[config.mk]
export PLATFORM = sky130hd
export DESIGN_NAME = serial_subtractor
export DESIGN_NICKNAME = d
export VERILOG_FILES = /design/src/rtl/serial_subtractor.sv
export SDC_FILE = /design/constraint.sdc
export NUM_CORES = 1
export LEC_CHECK = 0
export BUFFER_PORTS_ARGS = -buffer_cell sky130_fd_sc_hd__buf_2
export CAP_MARGIN = 20
export CELL_PAD_IN_SITES_DETAIL_PLACEMENT = 2
export CELL_PAD_IN_SITES_GLOBAL_PLACEMENT = 2
export CORE_MARGIN = 2
export CORE_UTILIZATION = 32
export CTS_BUF_LIST = sky130_fd_sc_hd__clkbuf_4 sky130_fd_sc_hd__clkbuf_8
export CTS_CLUSTER_DIAMETER = 30
export DETAILED_ROUTE_END_ITERATION = 8
export PLACE_DENSITY_LB_ADDON = 0.1
export SLEW_MARGIN = 5
export SYNTH_ARGS = -nofsm -noshare
export SYNTH_HDL_FRONTEND = slang
export SYNTH_SLANG_ARGS = --single-unit
[constraint.sdc]
create_clock -name clk -period 1.65 [get_ports clk]
set_clock_uncertainty 0.1 [all_clocks]
set_input_delay 0.0825 -clock clk [delete_from_list [all_inputs] [get_ports clk]]
set_output_delay 0.0825 -clock clk [all_outputs]
set_load 0.1 [all_outputs]
[src/rtl/serial_subtractor.sv]
// Bit-serial subtractor: computes a-b one bit per clock, LSB first, and
// presents diff/borrow/overflow/zero together when the operation completes.
module serial_subtractor #(
  parameter int WIDTH = 8
) (
  input  logic             clk,
  input  logic             rst,
  input  logic             start,
  input  logic [WIDTH-1:0] a,
  input  logic [WIDTH-1:0] b,
  output logic [WIDTH-1:0] diff,
  output logic             borrow,
  output logic             overflow,
  output logic             zero,
  output logic             busy,
  output logic             done
);

  localparam int CNT_W = $clog2(WIDTH);
  localparam logic [CNT_W-1:0] LAST = CNT_W'(WIDTH - 1);

  typedef enum logic [1:0] {IDLE, SHIFT, DONE} state_t;

  state_t           state_q, state_d;
  logic [WIDTH-1:0] a_q, a_d, b_q, b_d, res_q, res_d;
  logic [CNT_W-1:0] cnt_q, cnt_d;
  logic             bin_q, bin_d;
  logic             a_msb_q, a_msb_d, b_msb_q, b_msb_d;
  logic [WIDTH-1:0] diff_q, diff_d;
  logic             borrow_q, borrow_d, ovf_q, ovf_d, zero_q, zero_d;
  logic             busy_q, busy_d, done_q, done_d;

  logic             d_bit, bout;
  logic [WIDTH-1:0] res_next;

  always_comb begin
    d_bit    = a_q[0] ^ b_q[0] ^ bin_q;
    bout     = (~a_q[0] & b_q[0]) | (~(a_q[0] ^ b_q[0]) & bin_q);
    res_next = {d_bit, res_q[WIDTH-1:1]};

    state_d  = state_q;
    a_d      = a_q;
    b_d      = b_q;
    res_d    = res_q;
    cnt_d    = cnt_q;
    bin_d    = bin_q;
    a_msb_d  = a_msb_q;
    b_msb_d  = b_msb_q;
    diff_d   = diff_q;
    borrow_d = borrow_q;
    ovf_d    = ovf_q;
    zero_d   = zero_q;
    busy_d   = busy_q;
    done_d   = 1'b0;

    case (state_q)
      IDLE: begin
        if (start) begin
          a_d     = a;
          b_d     = b;
          a_msb_d = a[WIDTH-1];
          b_msb_d = b[WIDTH-1];
          res_d   = '0;
          cnt_d   = '0;
          bin_d   = 1'b0;
          busy_d  = 1'b1;
          state_d = SHIFT;
        end
      end
      SHIFT: begin
        a_d   = a_q >> 1;
        b_d   = b_q >> 1;
        res_d = res_next;
        bin_d = bout;
        cnt_d = cnt_q + CNT_W'(1);
        // The last bit lands in res_next, so results publish on this same edge.
        if (cnt_q == LAST) begin
          diff_d   = res_next;
          borrow_d = bout;
          ovf_d    = (a_msb_q != b_msb_q) & (res_next[WIDTH-1] != a_msb_q);
          zero_d   = (res_next == '0);
          busy_d   = 1'b0;
          state_d  = DONE;
        end
      end
      DONE: begin
        done_d  = 1'b1;
        state_d = IDLE;
      end
      default: begin
        busy_d  = 1'b0;
        state_d = IDLE;
      end
    endcase
  end

  always_ff @(posedge clk) begin
    if (rst) begin
      state_q  <= IDLE;
      a_q      <= '0;
      b_q      <= '0;
      res_q    <= '0;
      cnt_q    <= '0;
      bin_q    <= 1'b0;
      a_msb_q  <= 1'b0;
      b_msb_q  <= 1'b0;
      diff_q   <= '0;
      borrow_q <= 1'b0;
      ovf_q    <= 1'b0;
      zero_q   <= 1'b0;
      busy_q   <= 1'b0;
      done_q   <= 1'b0;
    end else begin
      state_q  <= state_d;
      a_q      <= a_d;
      b_q      <= b_d;
      res_q    <= res_d;
      cnt_q    <= cnt_d;
      bin_q    <= bin_d;
      a_msb_q  <= a_msb_d;
      b_msb_q  <= b_msb_d;
      diff_q   <= diff_d;
      borrow_q <= borrow_d;
      ovf_q    <= ovf_d;
      zero_q   <= zero_d;
      busy_q   <= busy_d;
      done_q   <= done_d;
    end
  end

  assign diff     = diff_q;
  assign borrow   = borrow_q;
  assign overflow = ovf_q;
  assign zero     = zero_q;
  assign busy     = busy_q;
  assign done     = done_q;

endmodule

### Yosys cells after proc, flatten, opt, wreduce, memory -nomap -nowiden

Cells that the tools add are included.

| storage, ports and cells | value |
|---|---|
| register bits | 45 |

| operators by class | value |
|---|---|
| add/sub/neg operators | 1 |
| eq/ne operators | 7 |
| mux-type cells | 17 |
| bitwise gates (word level) | 9 |
| reductions and logical operators | 8 |

Operators by type and width:

| operator | number |
|---|---|
| case mux 8 bit (2 select lines) | 3 |
| 2-to-1 mux 8 bit | 3 |
| logical NOT 8 bit | 1 |
| AND reduction 2 bit | 4 |
| case mux 3 bit (2 select lines) | 1 |
| 2-to-1 mux 1 bit | 4 |
| 2-to-1 mux 2 bit | 2 |
| != test 2 bit (second input constant) | 2 |
| case mux 2 bit (2 select lines) | 1 |
| adder 3 x 1 -> 3 bit (second input constant) | 1 |
| bitwise AND 1 bit | 3 |
| == test 3 bit (second input constant) | 1 |
| 2-to-1 mux 3 bit | 1 |
| NOT 1 bit | 3 |
| case mux 1 bit (3 select lines) | 1 |
| AND reduction 3 bit | 1 |
| == test 2 x 1 -> 1 bit (second input constant) | 1 |
| == test 2 bit (second input constant) | 1 |
| logical NOT 2 bit | 1 |
| != test 1 bit | 2 |
| case mux 1 bit (2 select lines) | 1 |
| nonzero test 2 bit | 1 |
| bitwise XOR 1 bit | 2 |
| OR 1 bit | 1 |

### Longest topological paths before layout

Gate-level depths: netlist of run 1.

| logic depth | value |
|---|---|
| depth in word-level cells | 5 |
| gate-level depth with buffers | 6 |

### Least setup slack after synthesis of run 1

OpenSTA, ideal clock, no wires.

| timing path | value |
|---|---|
| path type | register to register |
| start | register a_q[0] |
| end | register ovf_q, in the netlist overflow |
| setup time | 0.088 ns |
| arrival | 1.601 ns |
| required time | 1.462 ns |
| setup slack | -0.140 ns |
| stages on the path, launching flop included | 5 |
| clock period less this slack | 1.790 ns |
| path through | dfxtp_1 > inv_1 > fa_1 > or3b_2 > a311oi_2 |

| between the ends | value |
|---|---|
| cells in the longest elaborated chain, start to end | 4 |

Ends and longest elaborated chain:

| what | RTL line | text |
|---|---|---|
| start, declared | 25 | `logic [WIDTH-1:0] a_q, a_d, b_q, b_d, res_q, res_d;` |
| start signal, assigned | 100 | `a_q <= '0;` |
| start signal, assigned | 115 | `a_q <= a_d;` |
| bitwise XOR 1 bit (2 in a row) | 37 | `d_bit = a_q[0] ^ b_q[0] ^ bin_q;` |
| != test 1 bit | 80 | `ovf_d = (a_msb_q != b_msb_q) & (res_next[WIDTH-1] != a_msb_q);` |
| bitwise AND 1 bit | 80 |  |
| end signal, assigned | 124 | `ovf_q <= ovf_d;` |
| end, declared | 30 | `logic borrow_q, borrow_d, ovf_q, ovf_d, zero_q, zero_d;` |

Every way passes these cells.
A chain may end at the register's enable or synchronous reset.

### Final worst setup path of run 1

Same ends and word-level chain as after synthesis.

==> summary.txt, run 1 <==
STA
  • Worst Tran Pin Value: 492 ps
  • Max transition margin: about two thirds
  • Worst setup margin: between 20 and 25 ps
  • F_max: 615 MHz
  • Hold Fails Final Rpt: 0
  • Final period utilization: a little over nine tenths
  • Final setup fails: 0
  • Final setup TNS: 0 ps
  • Unrepaired setup endpoints after global routing: yes
  • Crit path time final: between 1500 and 2000 ps
  • Hold_ws: 57.0 ps
  • Fin. max-slew vios: 0

Synth
  • Asr flop ratio synth: 0%
  • XOR/XNOR Fraction of Synth Area: 0%
  • Share of the synthesized area in the top cell type: 45.5%
  • Post-Synth Simple-Gate Area: between 15 and 20%
  • Largest family of logic cells by synthesized area: compound AO/OA/AOI/OAI gates
  • Warnings from Yosys: 0
  • Seq cells post-synth: 44
  • Number of synthesized flops with an enable pin: 0
  • Compound-Gate Fraction of Synth Area: between 20% and 30%
  • Top_reg_cell synth: dfxtp_1
  • Syn_area_per_cell: between 9 and 10 um^2
  • Dominant cells by area after synthesis: dfxtp_1 46%, a211oi_2 7.1%, nand2_1 6.8%
  • Leading area contributor after synthesis: dfxtp_1
  • Synth top cells by count: 44 x dfxtp_1, 35 x nand2_1, 29 x nor2_1, 22 x a21oi_1, 11 x a211oi_2
  • Adder-cell share of the synthesized area: under 10%
  • Netlist cell types: 35
  • Cell area after synthesis: about 1900 um^2
  • Mux contribution to synthesized area: 1.55%
  • Count leader, synth: dfxtp_1
  • Synthesized Nets: 230
  • Post-Synthesis Cells: around 210
  • Sequential area share after synthesis: 45.5%

Floorplan
  • Die Wd: a little over 80 um
  • Num rows: 28
  • Die ar.: roughly 6700 um^2
  • Die Height: between 80 and 90 um
  • Ports: 32
  • Area of the core: between 5000 and 6000 um^2
  • Initial Util: between 30% and 40%

Routing
  • DR iter-0 viols: slightly below 80
  • Post-Route WL: 5630 um
  • Via/cell ratio: 5.12
  • Via total after detailed routing: 1711
  • DRT Pass-1 Iters: 4
  • Residual DRC: 0
  • Post-route ant nets: 0
  • Avg WL per Cell: 16.9 um

Final layout
  • Final non-filler cell total: between 300 and 400
  • Layout Nets: 281
  • Final core occ: a little over two fifths
  • Post-Layout Inst Area: 2470 um^2
  • # diodes: 0
  • Synth-to-layout area growth: 27.7%
  • Fraction of layout cells with a size suffix above 1: 30.1%

Power
  • PwrDens: about 950 nW/um^2
  • VDD IR-drop max: 476 uV
  • Final Power: 2.34 mW
  • Leakage: just under 1 nW

Clock tree
  • Worst-path clk slew: 90 ps
  • H-tree Lvls: 2
  • Later-pin clock latency in the skew report: roughly 300 ps
  • Number of buffers created by CTS: 5
  • CTS Root Cell: clkbuf_8
  • CTS max path bufs: 2
  • TritonCTS clock tree: done
  • Sink Count: between 40 and 50

Critical path
  • Worst path max stage delay: ~470 ps
  • Setup crit end kind: register
  • Bufs and invs on worst path: 1
  • Critical path's top delay family: adder cells
  • Required time worst endpoint: about 1800 ps
  • Crit Path Category: reg -> reg
  • Critical path cell sequence: inv_2, fa_1, or3b_4, a311oi_2
  • Max FO, Critical Path: 2
  • Crit path from: a_q[0]
  • WP data arrival: 1740 ps
  • Worst r2r src: a_q[0]
  • Worst path slowest cell: fa_1
  • Startpoint types: register

Placement
  • Placed Area: 2160 um^2
  • IO Port Bufs: 31
  • Dpl hpwl: between 3000 and 4000 um
  • Pre-CTS setup slack: 23.9 ps
  • Placed Cells: about 310
  • Routability cong.: 0.751

GRT
  • Largest net degree at the start of global routing: 32
  • GRT Total Usage: between 15 and 20%
  • Number of antenna violations at the first check in global routing: 0
  • Vias in the first global route: about 1900
  • First-pass GRT wire length: between 9000 and 10000 um
  • Grt total ovfl: 0

Status
  • Status: completed

Min path
  • HP Class: in -> reg
  • Critical hold path startpoint: rst

Flow run
  • Max-Cap Viols: 0
-- layer usage --
metal	track usage [%]	vias to the layer above	part of all wire [%]
met4	4.33	0	1.2
met2	33.2	35	52
met3	3.96	9	2.9
li1	-	816	-
met5	0	-	0
met1	20.7	851	44
-- cell type report --
class / instances / area, um^2
fillers: 673 / 3410
repair buffers: 58 / 423
flip-flops and latches: 44 / 883
well taps: 75 / 93.8
inverters: 4 / 15.0
clock buffers: 5 / 68.8
clock inverters: 3 / 46.3
multi-input cells: 145 / 942
-- worst reg2reg max path: cells and delay by family, from the launching register on --
family / cells / cell delay (ps)
buffers and inverters: 1 / 50
DFF: 1 / 350
AOI/OAI and AO/OA: 1 / 190
and+or+nand+nor: 1 / 380
adders and majority gates: 1 / 470
-- worst paths after layout --
| path | endpoint | slack [ps] | cells after the start |
|---|---|---|---|
| hold / removal | a_msb_q | 60 | 2 |
| setup reg to reg | overflow | 20 | 4 |
| hold reg to reg | diff[1] | 360 | 2 |
| setup / recovery | overflow | 20 | 4 |
-- cells in the final DEF, fill, tap and decap left out, types with 2 or more instances in the layout --
master	count
a211oi_1	2
a211oi_2	11
a21oi_1	22
a21oi_2	3
a221oi_1	2
a22oi_1	8
a2bb2oi_1	2
a311oi_2	2
buf_12	2
buf_2	31
buf_4	9
clkbuf_8	5
dfxtp_1	42
dfxtp_2	2
dlygate4sd3_1	16
fa_1	2
inv_1	3
mux2i_1	3
nand2_1	35
nand3b_1	2
nor2_1	29
nor2b_1	3
o22ai_1	2
-- registers in the layout, summed over array words and instances (netlist names) --
| register | flops |
|---|---|
| busy | 1 |
| b_msb_q | 1 |
| bin_q | 1 |
| borrow | 1 |
| overflow | 1 |
| cnt_q | 3 |
| zero | 1 |
| a_q | 8 |
| res_q | 7 |
| diff | 8 |
| done | 1 |
| a_msb_q | 1 |
| b_q | 8 |
| state_q | 2 |
-- what timing repair did --
action                     CTS  global route
setup endpoints to repair    1             7
hold buffers                16             0
hold endpoints to repair    17             0
resized for setup            0             3
buffers inserted             1             1
gates cloned                 0             1
pin swaps                    2             1
-- report_power, final --
group	total, mW	switching, mW	internal (mW)	leakage [nW]
registers	1.14	0.0359	1.11	0.360
clock network	0.858	0.401	0.457	0.0548
logic	0.339	0.185	0.154	0.574
total	2.34	0.623	1.72	0.988
-- cell families after synthesis --
kind of cell               count (synthesis)
and+or+nand+nor                           80
AOI/OAI and AO/OA                         57
DFF                                       44
buffers and inverters                     19
adders and majority gates                  4
muxes                                      3
(Power assumes the default switching activity.)
==> inputs of run 2 (changes only) <==
HOLD_SLACK_MARGIN = 0.08   (was unset)
==> summary.txt, run 2 (synthesized netlist as in run 1, its figures left out) <==
Status
  • Status: completed

Floorplan
  • Die Wd: slightly above 80 um
  • Die ar.: 6690 um^2
  • Initial Util: between 30% and 40%
  • Die Height: 81.8 um
  • Area of the core: 5890 um^2
  • Num rows: 28
  • Ports: 32

Final layout
  • Most common cell after layout, fill and taps aside: dfxtp_1
  • Final core occ: a little over two fifths
  • Layout Nets: about 280
  • Most frequent cells in the layout: 43 x dfxtp_1, 35 x nand2_1, 31 x buf_2
  • Fraction of layout cells with a size suffix above 1: 29.5%
  • Synth-to-layout area growth: 28.7%
  • # diodes: 0

STA
  • Hold_ws: ~360 ps
  • Fin. max-slew vios: 0
  • Max transition margin: 67.4%
  • Worst Tran Pin Value: 492 ps
  • Worst setup margin: about 27 ps
  • F_max: around 620 MHz
  • Hold Fails Final Rpt: 0
  • Final setup fails: 0
  • Final period utilization: roughly 98%
  • Crit path time final: ~1600 ps
  • Unrepaired setup endpoints after global routing: yes

Routing
  • Residual DRC: 0
  • Via/cell ratio: between 5 and 6
  • DRT Pass-1 Iters: 5
  • DR iter-0 viols: between 70 and 80
  • Avg WL per Cell: 16.9 um
  • Post-route ant nets: 0
  • Post-Route WL: approximately 5700 um
  • Via total after detailed routing: around 1700

GRT
  • First-pass GRT wire length: between 9000 and 10000 um
  • Most Crowded Layer GR: met2
  • Grt total ovfl: 0
  • GR Util met2: roughly 34%
  • Vias in the first global route: about 1800
  • Number of antenna violations at the first check in global routing: 0
  • GRT Total Usage: a little under a fifth
  • Grt met1 use: roughly a fifth
  • Largest net degree at the start of global routing: 32
  • M3 GR Usage: 3.96%

Power
  • Clock Power Share: 36.6%
  • Flop pwr share: between 40 and 50%
  • Final Power: approximately 2.3 mW
  • Leakage: ~1.0 nW
  • Int Pwr: 1.72 mW
  • NetSw: between 600 and 700 uW
  • PwrDens: ~940 nW/um^2
  • Net Sw Frac: a little over a quarter
  • Gate power share: about 15%
  • VDD IR-drop max: roughly 480 uV

Placement
  • Routability cong.: around 0.75
  • Dpl hpwl: 3750 um
  • IO Port Bufs: 31
  • Pre-CTS setup slack: roughly 24 ps

Critical path
  • Worst path max stage delay: ~470 ps
  • Max FO, Critical Path: 2
  • Startpoint types: register
  • Required time worst endpoint: roughly 1800 ps
  • Crit Path Category: reg -> reg
  • Critical path cell sequence: inv_2, fa_1, or3b_4, a311oi_2
  • WP data arrival: roughly 1700 ps
  • Setup crit end kind: register
  • Worst path slowest cell: fa_1

Clock tree
  • TritonCTS clock tree: done
  • Worst-path clk slew: 90 ps
  • Later-pin clock latency in the skew report: 300 ps
  • CTS max path bufs: 2
  • H-tree Lvls: 2
  • CTS Root Cell: clkbuf_8
  • Sink Count: 44
  • Number of buffers created by CTS: 5

Flow run
  • Max-Cap Viols: 0

Min path
  • HP Class: reg -> reg
==> run 2: cell types whose count changed in the layout (fill, tap and decap cells not counted) <==
cell           delta
dfxtp_1           +1
dlygate4sd3_1     +2
dfxtp_2           -1
==> run 2: power by group through the flow <==
stage                     clock network (mW)  registers, mW  logic [mW]
after floorplan                            0           1.17       0.208
after global placement                     0           1.16       0.292
after detailed placement                   0           1.17       0.309
after CTS                              0.882           1.14       0.343
after global routing                   0.935           1.15       0.377
final                                  0.858           1.14       0.342
==> run 2: cell type report <==
type                            instances  area [um^2]
Tap cell                               75         93.8
Clock buffer                            5         68.8
Inverter                                4         15.0
Timing Repair Buffer                   60          443
Multi-Input combinational cell        145          942
Fill cell                             671         3390
Clock inverter                          3         46.3
Sequential cell                        44          882
==> run 2: per-layer routing <==
layer	routed length [um]	up-vias
met1	2470	846
met3	150	5
li1	-	821
met4	42	0
met5	0	-
met2	3010	22
==> run 2: critical path, delay by kind of cell (launching register included) <==
family                   cells  cell delay (ps)
buffers and inverters        1               50
AO/OA/AOI/OAI                1              190
adder cells (fa/ha/maj)      1              470
AND/OR/NAND/NOR              1              380
flip-flops                   1              350
==> run 2: repair_timing <==
action	in CTS	in global routing
hold endpoints to repair	22	0
gates resized for setup	0	2
hold buffers	18	0
cloned	0	1
setup endpoints to repair	1	7
pin swaps	2	1
setup buffers	1	1
==> run 2: path summary, 6_finish.rpt <==
check	startpoint	end	slack, ps	cells past startpoint
worst max-delay path	a_q[0]	overflow	30	4
worst min register to register	diff[1]	diff[1]	360	2
worst max register to register	a_q[0]	overflow	30	4
worst min-delay path	diff[1]	diff[1]	360	2
==> run 2: metrics by stage <==
stage | area [um^2] | instances | TNS (ps)
after floorplan | 1940 | 207 | 0
after global routing | 2490 | 336 | -34.0
after CTS | 2470 | 334 | -2.48
final | 2490 | 336 | 0
after detailed placement | 2160 | 307 | 0
after global placement | 2160 | 307 | 0
==> inputs of run 3 (changes only) <==
CORE_MARGIN = 8   (was 2)
CTS_CLUSTER_DIAMETER = 50   (was 30)
==> summary.txt, run 3 (synthesized netlist as in run 1, its figures left out) <==
Status
  • Status: completed

Final layout
  • # diodes: 0
  • Layout Nets: between 200 and 300
  • Multi-input gate area: about 940 um^2
  • Fraction of layout cells with a size suffix above 1: 31.0%
  • Synth-to-layout area growth: 27.0%
  • Final non-filler cell total: between 300 and 400
  • Post-Layout Inst Area: 2460 um^2
  • Most frequent cells in the layout: 41 x dfxtp_1, 35 x nand2_1, 31 x buf_2
  • Most common cell after layout, fill and taps aside: dfxtp_1
  • FF/Latch Area: 885 um^2
  • Number of fill cells in the layout: 666

Placement
  • Routability cong.: between 0.7 and 0.8
  • Dpl hpwl: between 3000 and 4000 um
  • IO Port Bufs: 31
  • Placed Area: about 2200 um^2
  • Placed Cells: around 300

Routing
  • DR iter-0 viols: 46
  • Residual DRC: 0
  • Post-Route WL: ~5600 um
  • Via/cell ratio: approximately 5
  • Post-route ant nets: 0
  • Avg WL per Cell: 16.7 um
  • DRT Pass-1 Iters: 5
  • Via total after detailed routing: roughly 1700

Critical path
  • Setup crit end kind: register
  • Worst r2r src: a_q[0]
  • WP data arrival: between 1500 and 2000 ps
  • Required time worst endpoint: about 1800 ps
  • Crit Path Category: reg -> reg
  • RR Endpoint: overflow
  • Max FO, Critical Path: 2
  • Startpoint types: register
  • FF-to-FF path depth: 4
  • Worst reg2reg setup slack: roughly 32 ps

Clock tree
  • Worst-path clk slew: 80 ps
  • TritonCTS clock tree: done
  • Later-pin clock latency in the skew report: approximately 300 ps
  • Sink Count: 44
  • CTS max path bufs: 2
  • H-tree Lvls: 2
  • Number of buffers created by CTS: 5
  • CTS Root Cell: clkbuf_8

STA
  • Final setup fails: 0
  • Unrepaired setup endpoints after global routing: yes
  • F_max: 618 MHz
  • Fin. max-slew vios: 0
  • Crit path time final: 1620 ps
  • Worst Tran Pin Value: around 500 ps
  • Hold Fails Final Rpt: 0
  • Max transition margin: 66.3%
  • Final period utilization: a little over nine tenths

Power
  • Int Pwr: 1.60 mW
  • Gate power share: between 10% and 20%
  • NetSw: between 500 and 600 uW
  • Net Sw Frac: 27.3%
  • VDD IR-drop max: a little under 400 uV
  • PwrDens: 893 nW/um^2
  • Leakage: about 1 nW
  • Clock Power Share: roughly 33%
  • Flop pwr share: a little over half

Floorplan
  • Ports: 32
  • Die ar.: 8790 um^2
  • Die Height: 93.8 um
  • Area of the core: 5890 um^2
  • Num rows: 28
  • Die Wd: approximately 94 um
  • Initial Util: approximately 33%

GRT
  • GRT Total Usage: 13.6%
  • First-pass GRT wire length: between 9000 and 10000 um
  • Vias in the first global route: roughly 1900
  • Largest net degree at the start of global routing: 26
  • Grt total ovfl: 0
  • Number of antenna violations at the first check in global routing: 0

Flow run
  • Max-Cap Viols: 0

Min path
  • HP Class: in -> reg
  • WHS Path Cells: 2
  • Critical hold path startpoint: rst
  • Hold-critical path endpoint: cnt_q[1]
-- run 3: changes by cell type in the layout (fill, tap and decap cells not counted), sizes merged --
cell	previous run	this run
clkbuf	5	6
bufinv	1	0
buf	42	43
dlygate4sd3	18	17
clkinv	0	2
inv	5	4
clkinvlp	1	0
-- run 3: power groups by stage --
stage	sequential, mW	clock [mW]	combinational, mW
3_5_place_dp	1.17	0	0.304
6_report	1.14	0.717	0.336
3_3_place_gp	1.16	0	0.290
5_1_grt	1.15	0.785	0.369
2_1_floorplan	1.17	0	0.208
4_1_cts	1.14	0.740	0.339
-- run 3: metal layers --
metal,track usage [%],up-vias,wire (um)
li1,-,820,-
met1,15.7,827,2510
met2,23.4,22,2780
met3,3.68,7,222
met4,5.15,0,85
met5,0,-,0
-- run 3: area by class of cell --
type                            instances  share of cell area [%]
Timing Repair Buffer                   60                    17.4
Clock buffer                            6                    3.36
Sequential cell                        44                    36.0
Tap cell                               75                    3.82
Inverter                                4                   0.611
Clock inverter                          2                   0.407
Multi-Input combinational cell        145                    38.4
-- run 3: repair_timing --
| item | CTS | global route |
|---|---|---|
| setup endpoints to repair | 1 | 9 |
| pin swaps | 2 | 0 |
| hold buffers | 17 | 0 |
| cloned | 1 | 0 |
| endpoints found under the hold margin | 19 | 0 |
| gates resized for setup | 2 | 3 |
| buffers inserted | 0 | 2 |
-- run 3: worst max-delay path by stage --
stage          startpoint        to  cells past startpoint
4_1_cts          cnt_q[0]  overflow                      5
5_1_grt            a_q[0]  overflow                      4
3_3_place_gp       a_q[0]  overflow                      4
2_1_floorplan      a_q[0]  overflow                      4
3_5_place_dp       a_q[0]  overflow                      4
6_report           a_q[0]  overflow                      4
-- run 3: metrics by stage --
step / setup slack [ps] / hold slack, ps / TNS, ps / power (mW) / utilization [%]
floorplan: 41.5 / 124 / 0 / 1.38 / -
global placement: 49.2 / 234 / 0 / 1.45 / 36.7
detailed placement: -8.73 / 243 / -8.73 / 1.47 / 36.7
CTS: 10.7 / 128 / 0 / 2.22 / 41.3
global route: -52.0 / 163 / -52.0 / 2.30 / 41.8
finish: 31.5 / 123 / 0 / 2.20 / 41.8
-- run 3: critical path: stages, from the launching register on --
cell and delay (ps):
dfxtp_2 340, inv_2 40, fa_1 460, or3b_4 390
a311oi_2 200
